File: src/rtl/melody_player.sv
// Song sequencer for the buzzer tone generator: walks {dur, tone} entries from a
// synchronous song ROM and plays each note with a short silent tail.
module melody_player #(
  parameter int ADDR_W   = 8,
  parameter int TICK_DIV = 1500000,
  parameter int GAP_CYC  = 120000
) (
  input  logic              clk,
  input  logic              rst_n,
  input  logic              start,
  input  logic              stop,
  input  logic              loop,
  output logic [ADDR_W-1:0] rom_addr,
  input  logic [8:0]        rom_data,
  output logic              en_o,
  output logic [4:0]        tone_o,
  output logic              busy,
  output logic              done
);

  localparam int CNT_W = $clog2(TICK_DIV);
  localparam logic [CNT_W-1:0] UNIT_LAST = CNT_W'(TICK_DIV - 1);
  localparam logic [CNT_W-1:0] TAIL_LAST = CNT_W'(TICK_DIV - GAP_CYC - 1);
  localparam logic [CNT_W-1:0] GAP_LAST  = CNT_W'(GAP_CYC - 1);

  typedef enum logic [2:0] {
    S_IDLE,
    S_FETCH,
    S_DECODE,
    S_PLAY,
    S_GAP
  } state_t;

  state_t            state_q;
  logic [ADDR_W-1:0] rom_addr_q;
  logic [ADDR_W-1:0] rom_addr_d;
  logic              en_q;
  logic [4:0]        tone_q;
  logic              busy_q;
  logic              done_q;
  logic [3:0]        unit_q;
  logic [CNT_W-1:0]  cyc_q;

  logic [3:0]        rom_dur_s;
  logic [4:0]        rom_tone_s;
  logic              is_skip_s;
  logic              addr_last_s;
  logic              at_end_s;
  logic              restart_s;

  // Entry decode; a zero-length entry at the last address ends the song like a marker.
  always_comb begin
    rom_dur_s   = rom_data[8:5];
    rom_tone_s  = rom_data[4:0];
    is_skip_s   = (rom_dur_s == 4'd0) && (rom_tone_s != 5'd0);
    addr_last_s = &rom_addr_q;
    at_end_s    = ((rom_dur_s == 4'd0) && (rom_tone_s == 5'd0)) || (is_skip_s && addr_last_s);
    restart_s   = loop && (rom_addr_q != '0);
    rom_addr_d  = rom_addr_q + ADDR_W'(1);
  end

  // Sequencer FSM with registered outputs; PLAY counts whole units, the last one short by the gap.
  always_ff @(posedge clk or negedge rst_n) begin
    if (!rst_n) begin
      state_q    <= S_IDLE;
      rom_addr_q <= '0;
      en_q       <= 1'b0;
      tone_q     <= 5'd0;
      busy_q     <= 1'b0;
      done_q     <= 1'b0;
      unit_q     <= 4'd0;
      cyc_q      <= '0;
    end else begin
      done_q <= 1'b0;
      if (stop && (state_q != S_IDLE)) begin
        state_q <= S_IDLE;
        en_q    <= 1'b0;
        busy_q  <= 1'b0;
      end else begin
        case (state_q)
          S_IDLE: begin
            if (start && !stop) begin
              rom_addr_q <= '0;
              busy_q     <= 1'b1;
              state_q    <= S_FETCH;
            end
          end
          S_FETCH: begin
            state_q <= S_DECODE;
          end
          S_DECODE: begin
            if (at_end_s) begin
              if (restart_s) begin
                rom_addr_q <= '0;
                state_q    <= S_FETCH;
              end else begin
                done_q  <= 1'b1;
                busy_q  <= 1'b0;
                state_q <= S_IDLE;
              end
            end else if (is_skip_s) begin
              rom_addr_q <= rom_addr_d;
              state_q    <= S_FETCH;
            end else begin
              tone_q  <= rom_tone_s;
              en_q    <= (rom_tone_s != 5'd0);
              unit_q  <= rom_dur_s;
              cyc_q   <= '0;
              state_q <= S_PLAY;
            end
          end
          S_PLAY: begin
            if (unit_q > 4'd1) begin
              if (cyc_q == UNIT_LAST) begin
                cyc_q  <= '0;
                unit_q <= unit_q - 4'd1;
              end else begin
                cyc_q <= cyc_q + CNT_W'(1);
              end
            end else if (cyc_q == TAIL_LAST) begin
              cyc_q   <= '0;
              en_q    <= 1'b0;
              state_q <= S_GAP;
            end else begin
              cyc_q <= cyc_q + CNT_W'(1);
            end
          end
          S_GAP: begin
            if (cyc_q == GAP_LAST) begin
              cyc_q <= '0;
              if (addr_last_s) begin
                if (restart_s) begin
                  rom_addr_q <= '0;
                  state_q    <= S_FETCH;
                end else begin
                  done_q  <= 1'b1;
                  busy_q  <= 1'b0;
                  state_q <= S_IDLE;
                end
              end else begin
                rom_addr_q <= rom_addr_d;
                state_q    <= S_FETCH;
              end
            end else begin
              cyc_q <= cyc_q + CNT_W'(1);
            end
          end
          default: begin
            state_q <= S_IDLE;
            en_q    <= 1'b0;
            busy_q  <= 1'b0;
          end
        endcase
      end
    end
  end

  assign rom_addr = rom_addr_q;
  assign en_o     = en_q;
  assign tone_o   = tone_q;
  assign busy     = busy_q;
  assign done     = done_q;

endmodule

File: config.mk
export PLATFORM = sky130hd
export DESIGN_NAME = melody_player
export DESIGN_NICKNAME = d
export VERILOG_FILES = /design/src/rtl/melody_player.sv
export SDC_FILE = /design/constraint.sdc
export NUM_CORES = 1
export LEC_CHECK = 0
export BUFFER_PORTS_ARGS = -buffer_cell sky130_fd_sc_hd__buf_2
export CORE_UTILIZATION = 55
export CTS_CLUSTER_SIZE = 40
export DETAILED_ROUTE_END_ITERATION = 7
export GPL_ROUTABILITY_DRIVEN = 0
export GPL_TIMING_DRIVEN = 0
export HOLD_SLACK_MARGIN = 0.05
export PLACE_DENSITY = 0.76
export SYNTH_ARGS = -nofsm -noshare
export SYNTH_HDL_FRONTEND = slang
export SYNTH_SLANG_ARGS = --single-unit
File: constraint.sdc
create_clock -name clk -period 4.69 [get_ports clk]
set_input_delay 0.469 -clock clk [delete_from_list [all_inputs] [get_ports clk]]
set_output_delay 0.469 -clock clk [all_outputs]
set_load 0.02 [all_outputs]
==> qor.yml <==
syn_avg_cell_area_sq_um: 8.99
first_pass_iters: 4
whs_ns: 0.338
powerDensity_nw_per_um2: 381
fin_crit_sh_pct: 57.6
placed_area_sq_um: 2940
ant_nets: 0
setup-tns-final_ns: 0
cts_max_path_buffers: 2
vias: 2564
drt_iter0_markers: 219
rows: 25
endpoint_kind: "flip-flop"
drive_gt1_share_pct: 16.0
synth_flop_cell: "dfrtp_1"
final_area_sq_um: 3020
diodes: 0
root_buffer: "clkbuf_8"
critical-path-slowest-cell: "o21ai_1"
die_width_um: 72.3
cap_violations: 0
ioPinCount: 30
track_usage_pct: 26.5
finalSetupViolCount: 0
cts_max_level: 2
critPathTopFamily: "compound AO/OA/AOI/OAI gates"
clk_latency_ns: 0.30
slew_headroom_pct: 33.0
portBuffers: 29
overflow: 0
synth_area_sq_um: 2720
leakage_nw: 1.33
wl_per_cell_um: 16.1
seq_area_frac_synth_pct: 40.6
grt_first_pass_wirelength_mm: 10.9
synth_top_area_share_pct: 40.6
period_minus_slack_ns: 2.70
cts_tree: "yes"
ys_types: 58
layout_common_cells: "44 x dfrtp_1, 32 x buf_2, 30 x nand2_1, 30 x o21ai_0, 17 x nor2_1"
status: "finished clean"
hold_viol: 0
worst-path-max-fanout: 10
path_buf_inv: 1
crit_chain: "ha_1 -> and4_1 -> and4b_1 -> a41o_2 -> o21ai_1 -> nand2_1 -> buf_2 -> o32ai_1"
areaGrowthSynthToFinish_pct: 11.3
slowest_delay_ns: 0.49
critPathLaunchType: "flip-flop"
ctsHoldBuffers: 0
synth.largest_area_cell: "dfrtp_1"
final_common_cell: "dfrtp_1"
final_util_pct: 64.0
dieArea_sq_um: 5220
start_util_pct: 57.5
cts.sinks: 44
drc: 0
first_global_vias: 2314
via_per_inst: 6.33
syn_nets: 321
cts_resized: 0
rsz0062_at_grt: "no"
grt_start_max_net_pins: 45
critical_path_class: "flip-flop to flip-flop"
die_h_um: 72.3
clock.fmax_mhz: 370
worst_slew_pin_slew_ns: 1.00
clock_skew_ns: 0.00974
grt_antenna_before_repair: 0
ys_warn_count: 0
drv_slew: 0
cts_buffers: 5
post_cts_buffers: 0
drt_wl_total_mm: 6.54
nets: 357
cts.reportedPaths.clkPinSlew_ns: 0.08
yosys-top-cells-area: "dfrtp_1 41%, o21ai_0 5.5%, nand2_1 4.1%"
crit_required_ns: 4.88
dp_hpwl_mm: 4.61
min_path_type: "input pin to asynchronous set/reset pin"
synth_edf_count: 0
peakVddDrop_uv: 241
cp.arrival_ns: 2.89
synth-seq-cells: 44
async_reset_ff_share_pct: 100
core_sq_um: 4720
synth_cells: 302
[path summary, 6_finish.rpt]
path,startpoint,to,slack (ns),depth (start not counted)
hold reg to reg,en_o,en_o,0.49,2
setup / recovery,cyc_q[0],cyc_q[10],1.99,8
min in group clk,rom_data[2],tone_o[2],0.42,2
setup reg to reg,cyc_q[0],cyc_q[10],1.99,8
hold / removal,rst_n,unit_q[2],0.34,1
max in group asynchronous,rst_n,rom_addr[4],3.73,1
[state kept, by name, indices dropped and copies added, names as in the netlist]
signal,flops
busy,1
cyc_q,21
done,1
en_o,1
rom_addr,8
state_q,3
tone_o,5
unit_q,4
[through the flow]
| stage | total power [W] | cells | setup WS (ns) |
|---|---|---|---|
| after floorplan | 0.000803 | 302 | 2.47 |
| after CTS | 0.00116 | 405 | 2.01 |
| after detailed placement | 0.000929 | 398 | 2.04 |
| after global routing | 0.00122 | 405 | 1.81 |
| after global placement | 0.000917 | 398 | 2.06 |
| final | 0.00115 | 405 | 1.99 |
[logic make-up (layout without fill, tap and decap cells)]
logic type      Yosys count  after routing  synth area share [%]
simple gates            122            122                  24.9
flops                    44             44                  40.6
mux                       7              7                  2.86
xor+xnor                  1              1                 0.323
buf+inv                  23             59                  3.59
fa+ha+maj                 5              5                  2.30
compound gates          100            100                  25.4
[per-layer routing]
layer	GRT usage (%)	share of wire, %
met5	0	0
met4	8.50	1.6
met1	38.4	47
met3	4.44	6.0
met2	40.8	45
[synth_stat cells, drive strengths merged (5+ instances only)]
cell type and instances:
a21oi 14, o21ai 33, dfrtp 44, nor3 12
nand3 15, a22o 8, mux2 6, ha 5
nor4 7, nand4 7, and3 5, inv 14
nor2 17, o32ai 7, a211o 5, clkbuf 5
nand2 30
[layout make-up]
class	instances	area, sq um
buffer	9	45.0
clock buffer	6	72.6
clock inverter	1	5.00
fill	411	1700
inverter	14	52.6
multi-input combinational	235	1520
sequential	44	1100
tap	67	83.8
timing repair buffer	29	145
[where the power goes]
group,internal (W),total [W],switching (W)
logic,0.000160,0.000407,0.000248
registers,0.000454,0.000517,0.0000627
clock network,0.000101,0.000227,0.000125
total,0.000715,0.00115,0.000436
Note: power is estimated with default switching activity, not from simulation.
